`config.mk`:
```
export PLATFORM = sky130hd
export DESIGN_NAME = uart_rx_ctrl
export DESIGN_NICKNAME = d
export VERILOG_FILES = /design/src/rtl/uart_pkg.sv /design/src/rtl/rx_fifo.sv /design/src/rtl/uart_rx_ctrl.sv
export SDC_FILE = /design/constraint.sdc
export NUM_CORES = 1
export LEC_CHECK = 0
export CAP_MARGIN = 30
export CORE_MARGIN = 3
export CORE_UTILIZATION = 53
export CTS_CLUSTER_SIZE = 20
export DETAILED_ROUTE_END_ITERATION = 16
export HOLD_SLACK_MARGIN = 0.08
export PLACE_DENSITY = 0.83
export SYNTH_ARGS = -nofsm -noshare
export SYNTH_HDL_FRONTEND = slang
export SYNTH_SLANG_ARGS = --single-unit
```
`constraint.sdc`:
```
create_clock -name clk -period 5.62 [get_ports clk]
set_input_delay 0.562 -clock clk [delete_from_list [all_inputs] [get_ports clk]]
set_output_delay 0.562 -clock clk [all_outputs]
set_load 0.03 [all_outputs]
```
`src/rtl/uart_pkg.sv`:
```
// Shared definitions for the UART receive controller: register map, bit positions,
// capture FSM states and FIFO entry width.
package uart_pkg;

  localparam logic [2:0] ADDR_DATA   = 3'd0;
  localparam logic [2:0] ADDR_STATUS = 3'd1;
  localparam logic [2:0] ADDR_CTRL   = 3'd2;
  localparam logic [2:0] ADDR_KLO    = 3'd3;
  localparam logic [2:0] ADDR_KMID   = 3'd4;
  localparam logic [2:0] ADDR_KHI    = 3'd5;

  localparam int ST_AVAIL = 0;
  localparam int ST_FULL  = 1;
  localparam int ST_PERR  = 2;
  localparam int ST_FERR  = 3;
  localparam int ST_OVF   = 4;

  localparam int CTRL_EIGHT  = 0;
  localparam int CTRL_PEN    = 1;
  localparam int CTRL_EVEN   = 2;
  localparam int CTRL_FLUSH  = 3;
  localparam int CTRL_RX_IE  = 4;
  localparam int CTRL_ERR_IE = 5;

  localparam int ENTRY_W = 10;

  typedef enum logic [1:0] {
    IDLE  = 2'd0,
    CLEAR = 2'd1,
    WAIT  = 2'd2
  } rx_state_t;

endpackage

```
`src/rtl/rx_fifo.sv`:
```
// Synchronous FIFO; flush has priority over push/pop, and a push into a full FIFO
// is accepted only when a pop happens in the same cycle.
module rx_fifo #(
  parameter int W = 10,
  parameter int D = 8
) (
  input  logic         clk,
  input  logic         rst,
  input  logic         push,
  input  logic         pop,
  input  logic         flush,
  input  logic [W-1:0] din,
  output logic [W-1:0] head,
  output logic         full,
  output logic         empty
);

  localparam int AW = $clog2(D);
  localparam int CW = AW + 1;

  logic [W-1:0]  mem [D];
  logic [AW-1:0] wr_ptr_r;
  logic [AW-1:0] rd_ptr_r;
  logic [CW-1:0] count_r;
  logic          do_pop_s;
  logic          do_push_s;

  assign full      = (count_r == CW'(D));
  assign empty     = (count_r == {CW{1'b0}});
  assign head      = mem[rd_ptr_r];
  assign do_pop_s  = pop & ~empty;
  assign do_push_s = push & (~full | do_pop_s);

  // Storage array; contents need no reset because count gates visibility.
  always_ff @(posedge clk) begin
    if (do_push_s) begin
      mem[wr_ptr_r] <= din;
    end
  end

  // Pointer and occupancy tracking.
  always_ff @(posedge clk or posedge rst) begin
    if (rst) begin
      wr_ptr_r <= {AW{1'b0}};
      rd_ptr_r <= {AW{1'b0}};
      count_r  <= {CW{1'b0}};
    end else if (flush) begin
      wr_ptr_r <= {AW{1'b0}};
      rd_ptr_r <= {AW{1'b0}};
      count_r  <= {CW{1'b0}};
    end else begin
      if (do_push_s) begin
        wr_ptr_r <= wr_ptr_r + AW'(1);
      end
      if (do_pop_s) begin
        rd_ptr_r <= rd_ptr_r + AW'(1);
      end
      count_r <= count_r + CW'(do_push_s) - CW'(do_pop_s);
    end
  end

endmodule

```
`src/rtl/uart_rx_ctrl.sv`:
```
// Host-side UART receive controller: config registers, frame capture FSM, receive FIFO.
// Optional feature macro: UART_RX_IRQ_EN enables the interrupt and CTRL[5:4].
module uart_rx_ctrl
  import uart_pkg::*;
#(
  parameter int          DEPTH   = 8,
  parameter logic [18:0] K_RESET = 19'd10417
) (
  input  logic        clk,
  input  logic        rst,
  input  logic        cs,
  input  logic        rd,
  input  logic        we,
  input  logic [2:0]  addr,
  input  logic [7:0]  din,
  output logic [7:0]  dout,
  output logic        irq,
  input  logic [7:0]  rx_data,
  input  logic        rxrdy,
  input  logic        ferr,
  input  logic        perr,
  input  logic        ovf,
  output logic        clr,
  output logic [18:0] k,
  output logic        eight,
  output logic        pen,
  output logic        even
);

  rx_state_t          state_r;
  logic               ovf_r;
  logic [ENTRY_W-1:0] head_s;
  logic               full_s;
  logic               empty_s;
  logic               rd_hit_s;
  logic               we_hit_s;
  logic               push_s;
  logic               pop_s;
  logic               flush_s;
  logic               drop_s;
  logic               ovf_set_s;
  logic               ovf_clr_s;
  logic               head_perr_s;
  logic               head_ferr_s;
  logic               irq_nxt_s;
  logic [7:0]         status_s;
  logic [7:0]         ctrl_rd_s;
  logic [7:0]         rdata_s;
`ifdef UART_RX_IRQ_EN
  logic               rx_ie_r;
  logic               err_ie_r;
`endif

  rx_fifo #(
    .W (ENTRY_W),
    .D (DEPTH)
  ) u_fifo (
    .clk   (clk),
    .rst   (rst),
    .push  (push_s),
    .pop   (pop_s),
    .flush (flush_s),
    .din   ({ferr, perr, rx_data}),
    .head  (head_s),
    .full  (full_s),
    .empty (empty_s)
  );

  // Bus decode, capture qualifiers, status/readback muxing and interrupt term.
  always_comb begin
    rd_hit_s    = cs & rd;
    we_hit_s    = cs & we;
    pop_s       = rd_hit_s & (addr == ADDR_DATA);
    push_s      = (state_r == IDLE) & rxrdy;
    flush_s     = we_hit_s & (addr == ADDR_CTRL) & din[CTRL_FLUSH];
    drop_s      = push_s & full_s & ~pop_s;
    ovf_set_s   = push_s & (ovf | drop_s);
    ovf_clr_s   = we_hit_s & (addr == ADDR_STATUS) & din[ST_OVF];
    head_perr_s = ~empty_s & head_s[8];
    head_ferr_s = ~empty_s & head_s[9];
    status_s    = {3'b000, ovf_r, head_ferr_s, head_perr_s, full_s, ~empty_s};
`ifdef UART_RX_IRQ_EN
    ctrl_rd_s   = {2'b00, err_ie_r, rx_ie_r, 1'b0, even, pen, eight};
    irq_nxt_s   = (rx_ie_r & ~empty_s) | (err_ie_r & (ovf_r | head_perr_s | head_ferr_s));
`else
    ctrl_rd_s   = {5'b00000, even, pen, eight};
    irq_nxt_s   = 1'b0;
`endif
    case (addr)
      ADDR_DATA:   rdata_s = empty_s ? 8'h00 : head_s[7:0];
      ADDR_STATUS: rdata_s = status_s;
      ADDR_CTRL:   rdata_s = ctrl_rd_s;
      ADDR_KLO:    rdata_s = k[7:0];
      ADDR_KMID:   rdata_s = k[15:8];
      ADDR_KHI:    rdata_s = {5'b00000, k[18:16]};
      default:     rdata_s = 8'h00;
    endcase
  end

  // Host-writable configuration registers.
  always_ff @(posedge clk or posedge rst) begin
    if (rst) begin
      k     <= K_RESET;
      eight <= 1'b1;
      pen   <= 1'b0;
      even  <= 1'b0;
`ifdef UART_RX_IRQ_EN
      rx_ie_r  <= 1'b0;
      err_ie_r <= 1'b0;
`endif
    end else if (we_hit_s) begin
      case (addr)
        ADDR_CTRL: begin
          eight <= din[CTRL_EIGHT];
          pen   <= din[CTRL_PEN];
          even  <= din[CTRL_EVEN];
`ifdef UART_RX_IRQ_EN
          rx_ie_r  <= din[CTRL_RX_IE];
          err_ie_r <= din[CTRL_ERR_IE];
`endif
        end
        ADDR_KLO:  k[7:0]   <= din;
        ADDR_KMID: k[15:8]  <= din;
        ADDR_KHI:  k[18:16] <= din[2:0];
        default:   k        <= k;
      endcase
    end
  end

  // Capture FSM: one push per frame, then a single clr pulse, then wait for rxrdy to drop.
  always_ff @(posedge clk or posedge rst) begin
    if (rst) begin
      state_r <= IDLE;
      clr     <= 1'b0;
      ovf_r   <= 1'b0;
    end else begin
      ovf_r <= (ovf_r & ~ovf_clr_s) | ovf_set_s;
      case (state_r)
        IDLE: begin
          clr <= 1'b0;
          if (rxrdy) state_r <= CLEAR;
        end
        CLEAR: begin
          clr     <= 1'b1;
          state_r <= WAIT;
        end
        WAIT: begin
          clr <= 1'b0;
          if (!rxrdy) state_r <= IDLE;
        end
        default: begin
          clr     <= 1'b0;
          state_r <= IDLE;
        end
      endcase
    end
  end

  // Registered read data and interrupt.
  always_ff @(posedge clk or posedge rst) begin
    if (rst) begin
      dout <= 8'h00;
      irq  <= 1'b0;
    end else begin
      if (rd_hit_s) dout <= rdata_s;
      irq <= irq_nxt_s;
    end
  end

endmodule

```
After elaboration in Yosys (flattened, before gate mapping)
Memories as Yosys holds them, arrays and structs flattened.
Cells that the tools add are included.
Storage, ports and cells
  register bits: 44
  bits in writable memories: 80
  output and inout port bits: 32
  word-level logic and storage cells: 74
  memories: 1
Memories
  u_fifo.mem: words 8, bits a word 10, read ports 1, clocked after Yosys merged registers in 0, wr ports 1, RTL line rx_fifo.sv:21  | logic [W-1:0] mem [D];
Cells by class
  add/subtract/negate cells: 4
  eq/ne operators: 10
  mux-type cells: 13
  bitwise logic cells: 23
  reduce and logical (&&, ||, !) cells: 10
Operators with widths (number)
  8-bit one-hot mux with 6 select lines: 1
  1-bit bitwise AND: 16
  3-bit two-way mux: 4
  2-bit AND reduction: 5
  8-bit two-way mux: 1
  3-bit by 1-bit adder with 3-bit output (second input constant): 2
  3-bit by 2-bit equality test with 1-bit output (second input constant): 2
  3-bit equality test (second input constant): 2
  2-bit one-hot mux with 3 select lines: 1
  4-bit by 1-bit adder with 4-bit output: 1
  4-bit equality test (second input constant): 1
  4-bit logical NOT: 1
  2-bit two-way mux: 2
  4-bit two-way mux: 1
  2-bit inequality test (second input constant): 2
  1-bit NOT: 4
  2-bit nonzero test: 2
  4-bit by 1-bit subtractor with 4-bit output: 1
  3-bit by 1-bit equality test with 1-bit output (second input constant): 1
  3-bit logical NOT: 1
  1-bit two-way mux: 3
  1-bit bitwise OR: 3
  2-bit by 1-bit equality test with 1-bit output (second input constant): 1
  2-bit equality test (second input constant): 1
  2-bit logical NOT: 1

Logic depth before layout (Yosys ltp)
  word-level depth: 8
  gate-level depth with buffers: 13
  depth with buffers taken out: 13

Modules after synthesis
Synthesis repeated with hierarchy kept, for this count alone.
Unflattened totals
  cells, all modules: 348
  area, all modules: 5476.5 µm²
By module, submodules not included
  rx_fifo: times used 1, cells each 200, area each 3754.9 µm², seq. area each 2652.5 µm²
  uart_rx_ctrl: times used 1, cells each 148, area each 1721.7 µm², seq. area each 859.6 µm²

Least setup slack after synthesis
OpenSTA, ideal clock, no wires.
  kind: input -> register
  start: in addr[0]
  end: mem u_fifo.mem[0][0] (enable)
  arrival: 2.450 ns
  required time: 5.217 ns
  path slack: 2.766 ns
  cell stages on the path: 6
  path buffers: 1
  path through: buf_4 nor4_4 nand2_2 inv_2 o21ai_4 nor4_1
On the way
  word-level cells in the longest chain between the ends: 7
RTL lines
  from (decl): RTL line uart_rx_ctrl.sv:14  | input logic [2:0] addr,
  3-bit logical NOT: RTL line uart_rx_ctrl.sv:73  | pop_s = rd_hit_s & (addr == ADDR_DATA);
  1-bit bitwise AND: RTL line uart_rx_ctrl.sv:73
  1-bit bitwise AND: RTL line rx_fifo.sv:31  | assign do_pop_s = pop & ~empty;
  1-bit bitwise OR: RTL line rx_fifo.sv:32  | assign do_push_s = push & (~full | do_pop_s);
  1-bit bitwise AND: RTL line rx_fifo.sv:32
  1-bit two-way mux: RTL line rx_fifo.sv:36  | if (do_push_s) begin
  1-bit two-way mux (implied by the code): RTL line rx_fifo.sv:37  | mem[wr_ptr_r] <= din;
  to (decl): RTL line rx_fifo.sv:21
No other way between the ends.

Worst setup path after layout
  start: in addr[0]
  end: mem u_fifo.mem[5][9] (enable)
The elaborated chain is that of the path after synthesis.

==> results.json <==
{
  "status": "completed",
  "endpoint_kind": "register",
  "synth-main-ff-cell": "edfxtp_1",
  "areaGrowthSynthToFinish_pct": 24.00,
  "wl_per_cell_um": 19.86,
  "crit_path_max_fanout": 19,
  "avgSynthCellArea_um2": 16.33,
  "clkLatencyLatePin_ns": 0.51,
  "grt_pass1_wl_um": 17780,
  "drv_cap": 0,
  "num_vias": 3113,
  "tightest_slew_ns": 0.9335,
  "crit_type": "input pin to register",
  "io_buffer_count": 58,
  "grt_pass1_vias": 3214,
  "leakage_nw": 2.460,
  "share_seq_of_total_power": 0.420,
  "place.gp.congestion": 0.8619,
  "async_flop_share": 0.3548,
  "fmax_mhz": 331.0,
  "relSlewSlack": 0.3754,
  "ctsResizeCount": 0,
  "synth-edff-count": 80,
  "ff_latch_area_mm2": 0.003512,
  "switchingPower_w": 0.0009121,
  "fp.coreArea_mm2": 0.009864,
  "track_usage": 0.2109,
  "grt_start_max_net_pins": 45,
  "cts-root-buf": "clkbuf_8",
  "setup_viol": 0,
  "start_util": 0.5479,
  "share_clk_of_total_power": 0.329,
  "min_period_ns": 3.021,
  "numCtsBuffers": 17,
  "die_area_mm2": 0.01145,
  "antenna_found_initial": 0,
  "hold_buffers": 0,
  "p_int_w": 0.002121,
  "yosys-top-cells-count": "80 x edfxtp_1, 37 x dfrtp_1, 28 x mux2_2",
  "synth.distinct_cells": 53,
  "nFillCells": 656,
  "fin_crit_sh": 0.5376,
  "die_h_um": 107.0,
  "nets": 439,
  "cp_cell_sequence": "clkdlybuf4s50_1, nor4_4, nand2_2, inv_2, o211ai_2, nor2_1",
  "netlist_area_mm2": 0.005405,
  "viasPerCell": 5.681,
  "wirelength_um": 10880,
  "cts_max_path_buffers": 2,
  "cts_tree": "yes",
  "synth.largest_area_cell": "edfxtp_1",
  "cp_top_family": "simple AND/OR/NAND/NOR gates",
  "crit_buf_inv": 2,
  "drc": 0,
  "ioPinCount": 60,
  "synth_top_area_share": 0.4444,
  "cp_slowest_cell": "clkdlybuf4s50_1",
  "fp.dieW_um": 107.0,
  "cp-start-kind": "input pin",
  "hpwl_um": 7108,
  "swShare": 0.3007,
  "ant_nets": 0,
  "fin_total_pwr_w": 0.003033,
  "yosysMostFrequentCell": "edfxtp_1",
  "drive_gt1_frac": 0.2313,
  "clock_sink_count": 124,
  "ys_ff_latch": 124,
  "worstPathRequired_ns": 5.75,
  "firstDrtPassIters": 4,
  "slowest_delay_ns": 0.80,
  "drt_iter0_drc": 196,
  "powerDensity_mw_per_mm2": 452.5,
  "fin_skew_ns": 0.007930,
  "yosys_warnings": 0,
  "synth_nets": 368,
  "post-cts-setup-buffers": 0,
  "rows": 36,
  "comb_power_share": 0.252,
  "diodes": 0,
  "ir_drop_v": 0.0002449,
  "multi_input_area_mm2": 0.001770,
  "finalMaxSlewViolations": 0,
  "netlist_instances": 331,
  "hold_viol": 0,
  "clkSlewWorstSetupHoldPaths_ns": 0.06,
  "fin_util": 0.6795,
  "min_path_type": "register to register",
  "yosysSeqAreaShare": 0.6498,
  "critPathArrivalTime_ns": 3.15,
  "grt_overflow": 0,
  "synth_area_leaders": "edfxtp_1 44%, dfrtp_1 17%, mux2_2 5.8%",
  "htree_levels": 4,
  "fin_setup_tns_ns": 0,
  "rsz0062_at_grt": "no"
}
flip-flops by register name, summed over array words and instances (netlist names), 2 cells and up:
register         flops
state_r              2
u_fifo.wr_ptr_r      3
u_fifo.count_r       4
dout                 8
u_fifo.mem          80
k                   19
u_fifo.rd_ptr_r      3
power groups by stage:
stage | Clock, W | Sequential [W] | Combinational, W
floorplan | 0 | 0.00132 | 0.000454
global placement | 0 | 0.00129 | 0.000704
detailed placement | 0 | 0.00129 | 0.000762
CTS | 0.00102 | 0.00127 | 0.000771
global route | 0.00107 | 0.00129 | 0.000830
finish | 0.000997 | 0.00127 | 0.000763
per-layer routing:
layer | up-vias | wire, um | global-route usage
met4 | 0 | 55 | 0.04932
met1 | 1577 | 4800 | 0.2850
met3 | 4 | 561 | 0.06382
met5 | - | 0 | 0
li1 | 1432 | - | -
met2 | 100 | 5466 | 0.3413
cells by family (layout without fill, tap and decap cells):
logic type | after synthesis | after routing | synth area share
DFF | 124 | 124 | 0.6498
and+or+nand+nor | 78 | 78 | 0.08519
muxes | 58 | 58 | 0.1678
AOI/OAI and AO/OA | 33 | 33 | 0.04398
buffers and inverters | 24 | 108 | 0.02384
adders and majority gates | 9 | 9 | 0.02222
xor gates and xnor gates | 4 | 4 | 0.006481
other | 1 | 1 | 0.0006938
metrics by stage:
step                      instance area [um^2]  hold WS [ns]  setup WS [ns]  std cells
after floorplan                           5405        0.4546          2.766        331
after global placement                    6116        0.4639          2.177        515
after detailed placement                  6143        0.4748          2.099        516
after CTS                                 6703        0.4939          2.572        548
after global routing                      6703        0.5152          2.365        548
final                                     6703        0.4897          2.599        548
placed cells by master, fill, tap and decap left out, types with 2 or more instances in the layout:
cell type	netlist	final
clkinvlp_4	0	2
clkinv_4	0	2
o211ai_1	2	2
inv_1	9	8
mux4_1	11	11
nand2_1	17	17
inv_4	0	4
dfrtp_1	37	37
mux4_2	9	9
nor2b_1	3	3
dfstp_2	7	7
nand3_1	5	5
inv_2	2	2
nor3b_1	2	2
o22ai_1	2	2
clkbuf_4	0	2
nor3b_2	2	2
nand2b_1	8	8
mux2_2	28	28
clkdlybuf4s50_1	0	58
nor3_1	4	4
buf_4	2	6
mux2i_1	10	10
ha_1	8	8
nand4_1	2	2
nand3b_1	3	3
a21oi_1	10	10
o221ai_1	2	2
o21ai_0	5	5
nor4b_1	2	2
clkbuf_8	0	3
nor2_1	16	16
a221oi_1	4	4
edfxtp_1	80	80
clkbuf_16	0	17
and2_1	4	4
xnor2_1	4	4
cell type report:
| class | count | area share |
|---|---|---|
| Sequential cell | 124 | 0.5240 |
| Multi-Input combinational cell | 183 | 0.2641 |
| Timing Repair Buffer | 65 | 0.09744 |
| Clock buffer | 22 | 0.07187 |
| Tap cell | 133 | 0.02483 |
| Clock inverter | 10 | 0.01157 |
| Inverter | 11 | 0.006160 |
final timing paths:
| check | slack (ns) | from | to | cells after the start |
|---|---|---|---|---|
| hold reg to reg | 0.49 | state_r[1] | clr | 1 |
| min in group asynchronous | 0.50 | rst | state_r[1] | 3 |
| hold / removal | 0.49 | state_r[1] | clr | 1 |
| max in group asynchronous | 4.73 | rst | k[11] | 3 |
| setup reg to reg | 2.95 | u_fifo.count_r[3] | u_fifo.mem[5][9] | 8 |
| setup / recovery | 2.60 | addr[0] | u_fifo.mem[5][9] | 6 |
Power figures use the tool's default switching activity.
